[src/rtl/partition_sweep_pkg.sv]
// Shared types and width helpers for the partition sweep sequencer.
// Latency: n/a (package only).
// Backpressure: n/a (package only).
package partition_sweep_pkg;

  typedef enum logic [1:0] {
    IDLE  = 2'd0,
    SWEEP = 2'd1,
    DONE  = 2'd2
  } sweep_state_t;

  // err_cnt must hold 2^num_in, one more than the largest vector index.
  function automatic int err_cnt_width(input int num_in);
    return num_in + 1;
  endfunction

  // Width of a popcount over num_out bits.
  function automatic int pop_width(input int num_out);
    return $clog2(num_out + 1);
  endfunction

  // ham_sum must hold num_out * 2^num_in.
  function automatic int ham_sum_width(input int num_in, input int num_out);
    return num_in + $clog2(num_out + 1);
  endfunction

endpackage

[src/rtl/sweep_popcount.sv]
// Purpose: combinational popcount of a WIDTH-bit vector.
// Latency: zero cycles (pure combinational).
// Backpressure: none.
// Ports: vec (WIDTH bits in), cnt (number of set bits out).
module sweep_popcount
  import partition_sweep_pkg::*;
#(
  parameter int WIDTH = 4
) (
  input  logic [WIDTH-1:0]            vec,
  output logic [pop_width(WIDTH)-1:0] cnt
);

  localparam int CW = pop_width(WIDTH);

  always_comb begin
    cnt = '0;
    for (int i = 0; i < WIDTH; i++) begin
      cnt = cnt + CW'(vec[i]);
    end
  end

endmodule

[src/rtl/partition_sweep_ctrl.sv]
// Purpose: drives every input vector 0..2^NUM_IN-1 into a combinational
//   partition pair and scores approximate vs exact outputs on chip.
// Latency: with step_en high, busy the cycle after start, done 2^NUM_IN+1
//   cycles after the start edge; results held until the next start.
// Backpressure: step_en low stalls the sweep one cycle at a time, losing
//   nothing; start is ignored (not queued) outside IDLE.
// Ports: clk, rst (sync, active-high), start, step_en, pi (registered
//   vector out), po_approx/po_exact (partition outputs in), busy, done,
//   err_cnt, max_abs_err, ham_sum (only with SWEEP_HAMMING_EN defined).
// Optional feature macro: SWEEP_HAMMING_EN adds the Hamming-distance total.
module partition_sweep_ctrl
  import partition_sweep_pkg::*;
#(
  parameter int NUM_IN  = 7,
  parameter int NUM_OUT = 4
) (
  input  logic                             clk,
  input  logic                             rst,
  input  logic                             start,
  input  logic                             step_en,
  output logic [NUM_IN-1:0]                pi,
  input  logic [NUM_OUT-1:0]               po_approx,
  input  logic [NUM_OUT-1:0]               po_exact,
  output logic                             busy,
  output logic                             done,
  output logic [err_cnt_width(NUM_IN)-1:0] err_cnt,
  output logic [NUM_OUT-1:0]               max_abs_err
`ifdef SWEEP_HAMMING_EN
  ,
  output logic [ham_sum_width(NUM_IN, NUM_OUT)-1:0] ham_sum
`endif
);

  localparam int EW = err_cnt_width(NUM_IN);

  sweep_state_t state_q, state_d;

  logic               accept;
  logic               eval;
  logic               last_vec;
  logic [NUM_OUT-1:0] abs_err;

  assign accept   = (state_q == IDLE) && start;
  assign eval     = (state_q == SWEEP) && step_en;
  assign last_vec = (pi == '1);

  // |approx - exact|. Taking the smaller from the larger gives the same
  // magnitude as the NUM_OUT+1-bit signed difference, and the result
  // always fits in NUM_OUT bits.
  assign abs_err = (po_approx >= po_exact) ? (po_approx - po_exact)
                                           : (po_exact - po_approx);

  // ---------------- FSM: state register ----------------
  always_ff @(posedge clk) begin
    if (rst) begin
      state_q <= IDLE;
    end else begin
      state_q <= state_d;
    end
  end

  // ---------------- FSM: next state ----------------
  always_comb begin
    state_d = state_q;
    case (state_q)
      IDLE:    if (start) state_d = SWEEP;
      SWEEP:   if (step_en && last_vec) state_d = DONE;
      DONE:    state_d = IDLE;
      default: state_d = IDLE;
    endcase
  end

  // ---------------- FSM: outputs ----------------
  always_comb begin
    busy = 1'b0;
    done = 1'b0;
    case (state_q)
      SWEEP:   busy = 1'b1;
      DONE:    done = 1'b1;
      default: ;
    endcase
  end

  // ---------------- Vector counter and accumulators ----------------
  // The terminal vector is evaluated on the same edge that leaves SWEEP,
  // and pi is held there rather than wrapping.
  always_ff @(posedge clk) begin
    if (rst) begin
      pi          <= '0;
      err_cnt     <= '0;
      max_abs_err <= '0;
    end else if (accept) begin
      pi          <= '0;
      err_cnt     <= '0;
      max_abs_err <= '0;
    end else if (eval) begin
      if (abs_err != '0) err_cnt <= err_cnt + EW'(1);
      if (abs_err > max_abs_err) max_abs_err <= abs_err;
      if (!last_vec) pi <= pi + NUM_IN'(1);
    end
  end

`ifdef SWEEP_HAMMING_EN
  localparam int HW = ham_sum_width(NUM_IN, NUM_OUT);

  logic [pop_width(NUM_OUT)-1:0] bit_diff;

  sweep_popcount #(
    .WIDTH (NUM_OUT)
  ) u_popcount (
    .vec (po_approx ^ po_exact),
    .cnt (bit_diff)
  );

  always_ff @(posedge clk) begin
    if (rst || accept) begin
      ham_sum <= '0;
    end else if (eval) begin
      ham_sum <= ham_sum + HW'(bit_diff);
    end
  end
`endif

endmodule

[config.mk]
export PLATFORM = sky130hd
export DESIGN_NAME = partition_sweep_ctrl
export DESIGN_NICKNAME = d
export VERILOG_FILES = /design/src/rtl/partition_sweep_pkg.sv /design/src/rtl/sweep_popcount.sv /design/src/rtl/partition_sweep_ctrl.sv
export SDC_FILE = /design/constraint.sdc
export NUM_CORES = 1
export LEC_CHECK = 0
export BUFFER_PORTS_ARGS = -buffer_cell sky130_fd_sc_hd__buf_2
export CAP_MARGIN = 5
export CORE_MARGIN = 2
export CORE_UTILIZATION = 39
export CTS_CLUSTER_SIZE = 30
export DETAILED_ROUTE_END_ITERATION = 10
export GPL_ROUTABILITY_DRIVEN = 0
export GPL_TIMING_DRIVEN = 1
export PLACE_DENSITY = 0.71
export SLEW_MARGIN = 25
export SYNTH_ARGS = -nofsm -noshare
export SYNTH_HDL_FRONTEND = slang
export SYNTH_SLANG_ARGS = --single-unit
[constraint.sdc]
create_clock -name clk -period 4.5 [get_ports clk]
set_input_delay 1.125 -clock clk [delete_from_list [all_inputs] [get_ports clk]]
set_output_delay 1.125 -clock clk [all_outputs]
set_load 0.02 [all_outputs]
Word level (Yosys, flattened, before mapping)
Index checks and enable logic that the tools add are counted.
{"block": "totals", "ff_bits": 21, "output_inout_bits": 21, "elab_cells": 32, "inputBits": 12}
{"block": "classes", "bitwise_logic": 1, "n_reduce_logical": 10, "magnitude_cmp": 2, "n_eq_ne": 5, "muxes": 6, "add_sub_neg": 4}
{"op": "$add 8x1->8 const B", "n": 1}
{"op": "$reduce_and 2->1", "n": 4}
{"op": "$sub 4x4->4", "n": 2}
{"op": "$add 7x1->7 const B", "n": 1}
{"op": "$eq 7x7->1 const B", "n": 1}
{"op": "$ge 4x4->1", "n": 1}
{"op": "$gt 4x4->1", "n": 1}
{"op": "$mux 2", "n": 2}
{"op": "$mux 4", "n": 1}
{"op": "$pmux 2 s2", "n": 1}
{"op": "$reduce_bool 4->1", "n": 1}
{"op": "$logic_and 1x1->1", "n": 3}
{"op": "$eq 2x1->1 const B", "n": 1}
{"op": "$eq 2x2->1 const B", "n": 1}
{"op": "$logic_not 2->1", "n": 1}
{"op": "$mux 1", "n": 2}
{"op": "$ne 2x1->1 const B", "n": 1}
{"op": "$ne 2x2->1 const B", "n": 1}
{"op": "$reduce_or 2->1", "n": 1}
{"op": "$not 1->1", "n": 1}

Longest topological paths before layout
Gate-level depths: netlist (run 1).
{"block": "logic_depth", "word_depth": 4, "mapped_depth": 14, "ltp_nobuf": 14}

Worst setup path after synthesis (run 1)
No wires, ideal clock.
{"block": "synth_timing", "path_type": "in2reg", "start": "input po_approx[0]", "end": "register max_abs_err[0]", "n_path_buf": 0, "arrival_time_ns": 3.580, "stages": 13, "required_time_ns": 4.428, "slack_ns": 0.849, "setup_ns": 0.072, "cell_sequence": "inv_1 ha_1 inv_1 fa_1 a21oi_2 o21ai_2 o21bai_1 a2bb2oi_2 inv_1 ha_1 nand3_1 o311ai_4 mux2i_1"}
{"block": "synth_between", "elab_chain_cells": 4, "word_cells_on_any_way": 6, "classes_between": "add/sub (2); order compare (2); mux (1); reduce/logical (1)"}
{"element": "start: declaration", "line_no": "partition_sweep_ctrl.sv:22", "rtl": "input logic [NUM_OUT-1:0] po_approx,"}
{"element": "$sub 4x4->4 (tied with other cells)", "line_no": "partition_sweep_ctrl.sv:51", "rtl": ": (po_exact - po_approx);"}
{"element": "$mux 4 (*)", "line_no": "partition_sweep_ctrl.sv:50", "rtl": "assign abs_err = (po_approx >= po_exact) ? (po_approx - po_exact)"}
{"element": "named net abs_err[3]", "line_no": "partition_sweep_ctrl.sv:41", "rtl": "logic [NUM_OUT-1:0] abs_err;"}
{"element": "$gt 4x4->1 (*)", "line_no": "partition_sweep_ctrl.sv:98", "rtl": "if (abs_err > max_abs_err) max_abs_err <= abs_err;"}
{"element": "$reduce_and 2->1 (no source line) (*)"}
{"element": "end signal: assignment", "line_no": "partition_sweep_ctrl.sv:98"}
{"element": "end: declaration", "line_no": "partition_sweep_ctrl.sv:27", "rtl": "output logic [NUM_OUT-1:0] max_abs_err"}
The timed path passes the listed nets; every way through them passes the cells marked *.
A chain may end at the register's enable or synchronous reset.

Final worst setup path (run 1)
Ends and elaborated chain as after synthesis.

==> results of run 1 <==
critical path, delay by kind of cell:
family,cells,cell delay [ns]
AOI/OAI and AO/OA,5,1.21
and+or+nand+nor,1,0.12
buffers and inverters,4,0.32
muxes,1,0.23
adders and majority gates,3,0.92
worst min path at each step:
stage / end / slack (ns)
2_1_floorplan: state_q[0]$_SDFFE_PP0P_ / 0.44
3_3_place_gp: state_q[0]$_SDFFE_PP0P_ / 0.46
3_5_place_dp: state_q[0]$_SDFFE_PP0P_ / 0.46
4_1_cts: state_q[0]$_SDFFE_PP0P_ / 0.47
5_1_grt: max_abs_err[1]$_SDFFE_PP0P_ / 0.52
6_report: state_q[0]$_SDFFE_PP0P_ / 0.48
through the flow:
stage	hold WS [ns]	cell area (µm²)
2_1_floorplan	0.436	1460
3_5_place_dp	0.463	1670
5_1_grt	0.520	1710
4_1_cts	0.469	1710
3_3_place_gp	0.459	1670
6_report	0.477	1710
per-layer routing:
layer | wire length, µm | global-route usage
met1 | 1390 | 0.195
met2 | 1240 | 0.209
met3 | 82 | 0.0308
met4 | 13 | 0.0469
met5 | 0 | 0
power by group:
part / internal [mW] / switching [mW]
registers: 0.189 / 0.00354
logic: 0.0505 / 0.0688
clock network: 0.0617 / 0.0613
kinds of logic (layout without fill, tap and decap cells):
group,after synthesis,after routing
AOI/OAI and AO/OA,35,35
xor gates and xnor gates,12,12
adders and majority gates,15,15
buffers and inverters,20,53
DFF,21,21
muxes,6,6
and+or+nand+nor,61,61
flip-flops by register name, indices dropped and copies added (netlist names):
name / count
err_cnt: 8
pi: 7
max_abs_err: 4
state_q: 2
cell usage in the layout (no fill, tap or decap), types with 2 or more instances in the layout:
cell type,count
a21oi_1,9
nor2b_1,4
nand2_1,14
and3_1,2
o21bai_1,2
dfxtp_1,21
nor3_1,4
and2_1,2
nand4_1,2
nand3_1,9
xor2_1,5
inv_1,17
o21a_1,2
nand2b_1,3
mux2i_1,5
a211oi_1,4
ha_1,12
o21ai_0,3
nor2_1,18
a2111oi_2,2
buf_2,32
xnor2_1,7
clkbuf_8,3
fa_1,2
layout make-up:
class                           count  area [µm²]  share of cell area
Multi-Input combinational cell    129         961               0.561
Sequential cell                    21         420               0.246
Timing Repair Buffer               32         160              0.0936
Inverter                           17        63.8              0.0373
Tap cell                           48        60.1              0.0351
Clock buffer                        3        41.3              0.0241
Clock inverter                      1        5.00             0.00292
==> impl_metrics.env, run 1 <==
export IMPL_ant_nets=0
export IMPL_fillCellCount=388
export IMPL_synthAdderAreaFrac=0.138
export IMPL_antenna_cells=0
export IMPL_die_y_um=65.2
export IMPL_rr_startpoint="pi[0]$_SDFFE_PP0P_"
export IMPL_setup_viol=0
export IMPL_grt_max_degree=17
export IMPL_yosys_area_top_type="dfxtp_1"
export IMPL_report_final_slew_viol_count=0
export IMPL_antenna_found_initial=0
export IMPL_wl_per_cell_um=10.9
export IMPL_fin_nets=230
export IMPL_endpoint_kind="flip-flop"
export IMPL_yosysWarnings=0
export IMPL_firstDrtPassIters=4
export IMPL_rows=22
export IMPL_setup_ws_ns=0.747
export IMPL_synth_compound_area_frac=0.209
export IMPL_grtUsageTotal=0.139
export IMPL_post_place_ws_ns=0.474
export IMPL_r2r_end="pi[3]$_SDFFE_PP0P_"
export IMPL_avgSynthCellArea_um2=8.60
export IMPL_cts_root_buf="clkbuf_8"
export IMPL_fin_crit_sh=0.834
export IMPL_synth_ff_type="dfxtp_1"
export IMPL_synth_seq_area_share=0.288
export IMPL_critPathMaxFanout=8
export IMPL_crit_type="in2reg"
export IMPL_ioPinCount=33
export IMPL_critical_path_required_ns=4.69
export IMPL_p_total_mw=0.435
export IMPL_synth_xor_xnor_area_share=0.0719
export IMPL_drv_cap=0
export IMPL_synth_cell_area_um2=1460
export IMPL_cp_startpoint="po_approx[0]"
export IMPL_dieArea_um2=4250
export IMPL_power_density_nw_per_um2=254
export IMPL_io_buffers=32
export IMPL_grt_first_pass_wirelength_um=4690
export IMPL_synth_mux_area_fraction=0.0420
export IMPL_vias_per_cell=4.91
export IMPL_yosys_top_cells_count="21 x dfxtp_1, 18 x nor2_1, 17 x inv_1"
export IMPL_synth_cell_types=43
export IMPL_crit_end="max_abs_err[0]$_SDFFE_PP0P_"
export IMPL_r2r_cells=7
export IMPL_finalCriticalPeriod_ns=3.75
export IMPL_synth_edf_count=0
export IMPL_cts_resized=0
export IMPL_synth_top_area_share=0.288
export IMPL_path_cells="buf_2, inv_1, ha_1, inv_1, fa_1, a21oi_2, o21ai_2, o21bai_1, a2bb2oi_2, inv_1, ha_1, nand3_1, o311ai_4, mux2i_1"
export IMPL_postLayoutCoreUtil=0.471
export IMPL_rrSetupSlack_ns=2.66
export IMPL_dp_hpwl_um=2160
export IMPL_synth_cells=170
export IMPL_synth_top_family_by_area="compound AO/OA/AOI/OAI gates"
export IMPL_worstMarginPinSlew_ns=0.510
export IMPL_cts_tree="yes"
export IMPL_yosysMostFrequentCell="dfxtp_1"
export IMPL_critPathSlowestCell="fa_1"
export IMPL_drtIter0Drc=46
export IMPL_synth_seq_cells=21
export IMPL_cp_arrival_ns=3.94
export IMPL_dp_cells=247
export IMPL_min_from="state_q[1]$_SDFFE_PP0P_"
export IMPL_cts_max_level=1
export IMPL_cts_buffers=3
export IMPL_rsz0062_at_grt="no"
export IMPL_drive_above_1_share=0.246
export IMPL_slowest_delay_ns=0.44
export IMPL_clkLatencyLatePin_ns=0.26
export IMPL_hp_class="reg2reg"
export IMPL_synthSimpleGateAreaFrac=0.197
export IMPL_slew_limit_headroom=0.660
export IMPL_clock_skew_final_ns=0.00442
export IMPL_stdcell_count=251
export IMPL_holdPathStages=1
export IMPL_synth_area_top_cells="dfxtp_1 29%, ha_1 10%, nor2_1 4.6%"
export IMPL_synthArstFlopShare=0
export IMPL_drt_wl_total_um=2730
export IMPL_leakage_nw=0.745
export IMPL_irDropWorstVdd_uv=125
export IMPL_post_cts_buffers=0
export IMPL_cp_start_kind="input pin"
export IMPL_cts_hold_buf=0
export IMPL_drc_errors=0
export IMPL_hold_viol_final=0
export IMPL_ctsLongestPathBuffers=2
export IMPL_grt_pass1_vias=1081
export IMPL_die_x_um=65.2
export IMPL_vias=1233
export IMPL_coreArea_um2=3630
export IMPL_fmax_mhz=266
export IMPL_status="completed"
export IMPL_initial_core_util=0.402
export IMPL_clk_pin_slew_ns=0.07
export IMPL_fin_tns_setup_ns=0
export IMPL_syn_num_nets=196
export IMPL_grt_ovfl_total=0
export IMPL_path_common_cell="inv_1"
export IMPL_synthToLayoutAreaGrowth_pct=17.1
export IMPL_clock_sinks=21
Note: power is estimated with default switching activity, not from simulation.
==> run 2: changes to the inputs <==
--- a/config.mk
+++ b/config.mk
@@ -5,6 +5,7 @@
 export SDC_FILE = /design/constraint.sdc
 export NUM_CORES = 1
 export LEC_CHECK = 0
+export ABC_AREA = 1
 export BUFFER_PORTS_ARGS = -buffer_cell sky130_fd_sc_hd__buf_2
 export CAP_MARGIN = 5
 export CORE_MARGIN = 2
@@ -13,7 +14,7 @@
 export DETAILED_ROUTE_END_ITERATION = 10
 export GPL_ROUTABILITY_DRIVEN = 0
 export GPL_TIMING_DRIVEN = 1
-export PLACE_DENSITY = 0.71
+export PLACE_DENSITY = 0.73
 export SLEW_MARGIN = 25
 export SYNTH_ARGS = -nofsm -noshare
 export SYNTH_HDL_FRONTEND = slang
==> constraint.sdc (replaced) <==
create_clock -name clk -period 3.35 [get_ports clk]
set_input_delay 0.8375 -clock clk [delete_from_list [all_inputs] [get_ports clk]]
set_output_delay 0.8375 -clock clk [all_outputs]
set_load 0.02 [all_outputs]
==> impl_metrics.env, run 2 <==
export IMPL_cts_buffers=3
export IMPL_drv_cap=0
export IMPL_cts_tree="yes"
export IMPL_endpoint_kind="flip-flop"
export IMPL_hold_viol_final=0
export IMPL_fin_tns_setup_ns=0
export IMPL_slew_limit_headroom=0.781
export IMPL_irDropWorstVdd_uv=172
export IMPL_synth_area_top_cells="dfxtp_1 29%, nand2_1 12%, ha_1 10%"
export IMPL_grtUsageTotal=0.148
export IMPL_cts_root_buf="clkbuf_8"
export IMPL_top_register="err_cnt"
export IMPL_ioPinCount=33
export IMPL_largest_register_ff_count=8
export IMPL_cts_resized=0
export IMPL_avgSynthCellArea_um2=6.83
export IMPL_cp_arrival_ns=2.97
export IMPL_grt_max_degree=14
export IMPL_report_final_slew_viol_count=0
export IMPL_clkLatencyLatePin_ns=0.26
export IMPL_initial_core_util=0.402
export IMPL_die_y_um=65.0
export IMPL_rows=22
export IMPL_coreArea_um2=3610
export IMPL_synth_seq_area_share=0.290
export IMPL_clock_skew_final_ns=0.000936
export IMPL_power_density_nw_per_um2=349
export IMPL_final_common_cell="nand2_1"
export IMPL_grt_busiest_layer="met2"
export IMPL_grt_pass1_vias=1343
export IMPL_p_total_mw=0.594
export IMPL_rsz0062_at_grt="no"
export IMPL_yosys_area_top_type="dfxtp_1"
export IMPL_yosysMostFrequentCell="nand2_1"
export IMPL_grt_first_pass_wirelength_um=5110
export IMPL_fin_crit_sh=0.838
export IMPL_antenna_found_initial=0
export IMPL_cts_hold_buf=0
export IMPL_vias_per_cell=4.54
export IMPL_firstDrtPassIters=4
export IMPL_fmax_mhz=356
export IMPL_synthArstFlopShare=0
export IMPL_largestRegisters="err_cnt x8, pi x7, max_abs_err x4"
export IMPL_grt_ovfl_total=0
export IMPL_synth_cell_types=25
export IMPL_grt_util_met2=0.272
export IMPL_grt_use_met3=0.0313
export IMPL_yosys_top_cells_count="47 x nand2_1, 33 x inv_1, 26 x nor2_1"
export IMPL_ant_nets=0
export IMPL_critPathMaxFanout=8
export IMPL_cts_max_level=1
export IMPL_worstMarginPinSlew_ns=0.329
export IMPL_drc_errors=0
export IMPL_synthToLayoutAreaGrowth_pct=17.6
export IMPL_wl_per_cell_um=9.08
export IMPL_clk_pin_slew_ns=0.08
export IMPL_finalCriticalPeriod_ns=2.81
export IMPL_yosysWarnings=0
export IMPL_post_cts_buffers=0
export IMPL_dp_hpwl_um=2190
export IMPL_setup_viol=0
export IMPL_synth_ff_type="dfxtp_1"
export IMPL_vias=1339
export IMPL_syn_num_nets=238
export IMPL_synth_edf_count=0
export IMPL_clock_sinks=21
export IMPL_drtIter0Drc=63
export IMPL_synth_cells=212
export IMPL_antenna_cells=0
export IMPL_status="completed"
export IMPL_final_cell_mix="47 x nand2_1, 33 x inv_1, 32 x buf_2"
export IMPL_met1_usage=0.178
export IMPL_die_x_um=65.0
export IMPL_fin_nets=274
export IMPL_hp_class="reg2reg"
export IMPL_critical_path_required_ns=3.51
export IMPL_io_buffers=32
export IMPL_leakage_nw=0.882
export IMPL_dieArea_um2=4220
export IMPL_ctsLongestPathBuffers=2
export IMPL_synth_seq_cells=21
export IMPL_synth_top_area_share=0.290
export IMPL_synth_cell_area_um2=1450
export IMPL_crit_type="in2reg"
export IMPL_drive_above_1_share=0.235
export IMPL_drt_wl_total_um=2680
export IMPL_cp_start_kind="input pin"
run 2: cell types whose count changed after synthesis, moves of 5 or more:
cell | previous run | this run
inv_1 | 17 | 33
mux2i_1 | 5 | 0
nand2_1 | 14 | 47
nand2_2 | 1 | 8
nor2_1 | 18 | 26
o21ai_1 | 0 | 7
run 2: final timing paths:
check / slack, ns / to / depth (start not counted) / startpoint
max: 0.54 / max_abs_err[1]$_SDFFE_PP0P_ / 21 / po_approx[0]
min: 0.49 / pi[2]$_SDFFE_PP0P_ / 2 / pi[2]$_SDFFE_PP0P_
max reg2reg: 1.77 / pi[5]$_SDFFE_PP0P_ / 9 / pi[0]$_SDFFE_PP0P_
min reg2reg: 0.49 / pi[2]$_SDFFE_PP0P_ / 2 / pi[2]$_SDFFE_PP0P_
run 2: area by class of cell:
type                            count  area, µm²
Inverter                           40        154
Multi-Input combinational cell    149        856
Clock buffer                        3       41.3
Sequential cell                    21        420
Fill cell                         397       1900
Tap cell                           48       60.1
Timing Repair Buffer               33        168
Clock inverter                      1       5.00
run 2: logic make-up (layout without fill, tap and decap cells):
logic type                 Yosys count  count (layout)  share of synthesized area
and+or+nand+nor                    103             103                      0.320
adders and majority gates           14              14                      0.131
AOI/OAI and AO/OA                   24              24                     0.0907
xor gates and xnor gates             8               8                     0.0484
buffers and inverters               42              77                      0.119
DFF                                 21              21                      0.290
run 2: power breakdown:
group | switching (mW) | internal, mW | total [mW]
Combinational | 0.104 | 0.0652 | 0.169
Sequential | 0.00455 | 0.255 | 0.260
Clock | 0.0828 | 0.0828 | 0.166
Total | 0.191 | 0.403 | 0.594
run 2: critical path, cell delays in order:
cell and delay, ns:
buf_2 0.10, inv_1 0.05, ha_1 0.13, inv_1 0.05, fa_1 0.39, inv_1 0.09, nand2_2 0.07, nand2_4 0.08
nand2_4 0.06, inv_2 0.07, nand2_1 0.05, nand2_1 0.07, inv_1 0.05, ha_1 0.30, inv_1 0.04, o21bai_1 0.13
inv_1 0.05, nand2_1 0.06, nand2_2 0.11, nor2_1 0.12, nor2_1 0.05
run 2: metrics by stage:
stage	hold WS (ns)	utilization	worst slack [ns]	instance area [µm²]	instances
6_report	0.491	0.473	0.543	1700	295
5_1_grt	0.534	0.473	0.239	1700	295
4_1_cts	0.496	0.473	0.538	1700	295
3_5_place_dp	0.476	0.460	0.270	1660	291
3_3_place_gp	0.476	0.460	0.324	1660	291
2_1_floorplan	0.521	-	0.546	1450	212
run 2: layer usage:
layer | wire length (µm) | part of all wire
met5 | 0 | 0
met3 | 71 | 0.026
met4 | 16 | 0.0060
met1 | 1290 | 0.48
met2 | 1310 | 0.49
==> run 3: changes to the inputs <==
--- a/config.mk
+++ b/config.mk
@@ -5,7 +5,7 @@
 export SDC_FILE = /design/constraint.sdc
 export NUM_CORES = 1
 export LEC_CHECK = 0
-export ABC_AREA = 1
+export ABC_AREA = 0
 export BUFFER_PORTS_ARGS = -buffer_cell sky130_fd_sc_hd__buf_2
 export CAP_MARGIN = 5
 export CORE_MARGIN = 2
@@ -14,7 +14,7 @@
 export DETAILED_ROUTE_END_ITERATION = 10
 export GPL_ROUTABILITY_DRIVEN = 0
 export GPL_TIMING_DRIVEN = 1
-export PLACE_DENSITY = 0.73
+export PLACE_DENSITY = 0.71
 export SLEW_MARGIN = 25
 export SYNTH_ARGS = -nofsm -noshare
 export SYNTH_HDL_FRONTEND = slang
==> constraint.sdc (replaced) <==
create_clock -name clk -period 2.9 [get_ports clk]
set_input_delay 0.725 -clock clk [delete_from_list [all_inputs] [get_ports clk]]
set_output_delay 0.725 -clock clk [all_outputs]
set_load 0.02 [all_outputs]
==> impl_metrics.env, run 3 (synthesis gave the netlist of run 1 again) <==
export IMPL_status="complete, but fails checks"
export IMPL_violations="negative setup slack"
export IMPL_cts_root_buf="clkbuf_8"
export IMPL_wl_per_cell_um=11.1
export IMPL_drc_errors=0
export IMPL_power_frac_clock=0.251
export IMPL_grt_pass1_vias=1247
export IMPL_irDropWorstVdd_uv=158
export IMPL_fin_crit_sh=1.01
export IMPL_cts_max_level=1
export IMPL_clock_sinks=21
export IMPL_ioPinCount=33
export IMPL_grtUsageTotal=0.155
export IMPL_firstDrtPassIters=4
export IMPL_antenna_cells=0
export IMPL_setup_ws_ns=-0.0237
export IMPL_final_cell_mix="31 x buf_2, 22 x buf_4, 21 x dfxtp_1"
export IMPL_fin_nets=253
export IMPL_stdcell_count=274
export IMPL_met1_usage=0.197
export IMPL_pwr_share_comb=0.359
export IMPL_hp_class="reg2reg"
export IMPL_rows=22
export IMPL_rrSetupSlack_ns=1.03
export IMPL_whs_ns=0.478
export IMPL_drtIter0Drc=62
export IMPL_dp_hpwl_um=2440
export IMPL_clk_pin_slew_ns=0.08
export IMPL_cts_tree="yes"
export IMPL_fillCellCount=363
export IMPL_synthToLayoutAreaGrowth_pct=36.0
export IMPL_final_common_cell="buf_2"
export IMPL_dieArea_um2=4250
export IMPL_power_density_nw_per_um2=383
export IMPL_grt_first_pass_wirelength_um=5300
export IMPL_critical_path_required_ns=3.04
export IMPL_leakage_nw=0.869
export IMPL_clock_skew_final_ns=0.00635
export IMPL_cts_buffers=3
export IMPL_die_x_um=65.2
export IMPL_setup_viol=3
export IMPL_regArea_um2=420
export IMPL_p_seq_frac=0.391
export IMPL_cp_start_kind="input pin"
export IMPL_fmax_mhz=342
export IMPL_switchingPower_mw=0.232
export IMPL_critPathMaxFanout=3
export IMPL_grt_use_met3=0.0257
export IMPL_slowest_delay_ns=0.35
export IMPL_finalCriticalPeriod_ns=2.92
export IMPL_ctsLongestPathBuffers=2
export IMPL_ant_nets=0
export IMPL_path_buf_inv=3
export IMPL_grt_max_degree=17
export IMPL_critPathSlowestCell="fa_2"
export IMPL_coreArea_um2=3630
export IMPL_report_final_slew_viol_count=0
export IMPL_p_int_mw=0.530
export IMPL_largest_register_ff_count=8
export IMPL_rsz0062_at_grt="yes"
export IMPL_antenna_found_initial=0
export IMPL_largestRegisters="err_cnt x8, pi x7, max_abs_err x4"
export IMPL_multi_input_area_um2=1040
export IMPL_io_buffers=32
export IMPL_hold_viol_final=0
export IMPL_switching_share=0.304
export IMPL_top_register="err_cnt"
export IMPL_worstMarginPinSlew_ns=0.498
export IMPL_drt_wl_total_um=3060
export IMPL_grt_busiest_layer="met2"
export IMPL_drive_above_1_share=0.363
export IMPL_vias_per_cell=4.78
export IMPL_path_cells="buf_8, inv_12, ha_4, inv_2, fa_2, a21oi_4, o211ai_2, mux2_4, ha_4, a21oi_2, maj3_2, o21bai_4, o311ai_4, mux2i_1"
export IMPL_crit_type="in2reg"
export IMPL_endpoint_kind="flip-flop"
export IMPL_cts_hold_buf=0
export IMPL_die_y_um=65.2
export IMPL_dp_cells=268
export IMPL_vias=1311
export IMPL_path_common_cell="ha_4"
export IMPL_post_place_ws_ns=-0.409
export IMPL_clkLatencyLatePin_ns=0.26
export IMPL_crit_family="adder cells"
export IMPL_grt_ovfl_total=0
export IMPL_cp_arrival_ns=3.06
export IMPL_initial_core_util=0.402
export IMPL_grt_util_met2=0.270
export IMPL_slew_limit_headroom=0.668
export IMPL_drv_cap=0
==> run 3: cell types whose count changed in the layout (fill, tap and decap cells not counted), moves of 7 or more <==
cell	change
inv_1	-19
buf_4	+21
nand2_2	-7
nand2_1	-33
o21ai_1	-7
nor2_1	-8
==> run 3: power by group through the flow <==
stage          registers, mW  logic (mW)  clock network (mW)
6_report               0.298       0.273               0.191
5_1_grt                0.299       0.302               0.206
4_1_cts                0.298       0.272               0.197
3_5_place_dp           0.305       0.266                   0
3_3_place_gp           0.305       0.260                   0
2_1_floorplan          0.309       0.176                   0
==> run 3: area by class of cell <==
| type | instances | share of cell area |
|---|---|---|
| Sequential cell | 21 | 0.211 |
| Inverter | 17 | 0.0384 |
| Multi-Input combinational cell | 129 | 0.523 |
| Clock buffer | 4 | 0.0227 |
| Timing Repair Buffer | 55 | 0.174 |
| Tap cell | 48 | 0.0302 |
==> run 3: final timing paths <==
path	start	to	cells after the start
worst max-delay path	po_approx[0]	max_abs_err[0]$_SDFFE_PP0P_	14
worst min register to register	max_abs_err[1]$_SDFFE_PP0P_	max_abs_err[1]$_SDFFE_PP0P_	2
worst min-delay path	max_abs_err[1]$_SDFFE_PP0P_	max_abs_err[1]$_SDFFE_PP0P_	2
worst max register to register	pi[0]$_SDFFE_PP0P_	pi[3]$_SDFFE_PP0P_	7
==> run 3: through the flow <==
stage	area [µm²]	util	setup TNS, ns	power (mW)
global route	1990	0.547	-0.311	0.806
CTS	1970	0.543	0	0.767
detailed placement	1900	0.524	-2.05	0.571
global placement	1900	0.524	-1.51	0.565
floorplan	1540	-	-0.579	0.485
finish	1990	0.547	-0.0435	0.762
==> run 3: tightest hold or removal path, cell delays in order (launching register included) <==
cell     delay [ns]
dfxtp_1        0.32
nand2_1        0.05
mux2i_1        0.06
==> run 3: per-layer routing <==
layer	vias to the layer above	routed length, µm	share of wire
li1	706	-	-
met1	587	1520	0.50
met2	16	1440	0.47
met3	2	70	0.023
met4	0	25	0.0082
met5	-	0	0
==> run 3: what timing repair did <==
| action | CTS | global route |
|---|---|---|
| setup endpoints to repair | 3 | 3 |
| setup buffers | 2 | 0 |
| pin swaps | 7 | 0 |
| gates cloned | 0 | 0 |
| resized for setup | 3 | 3 |
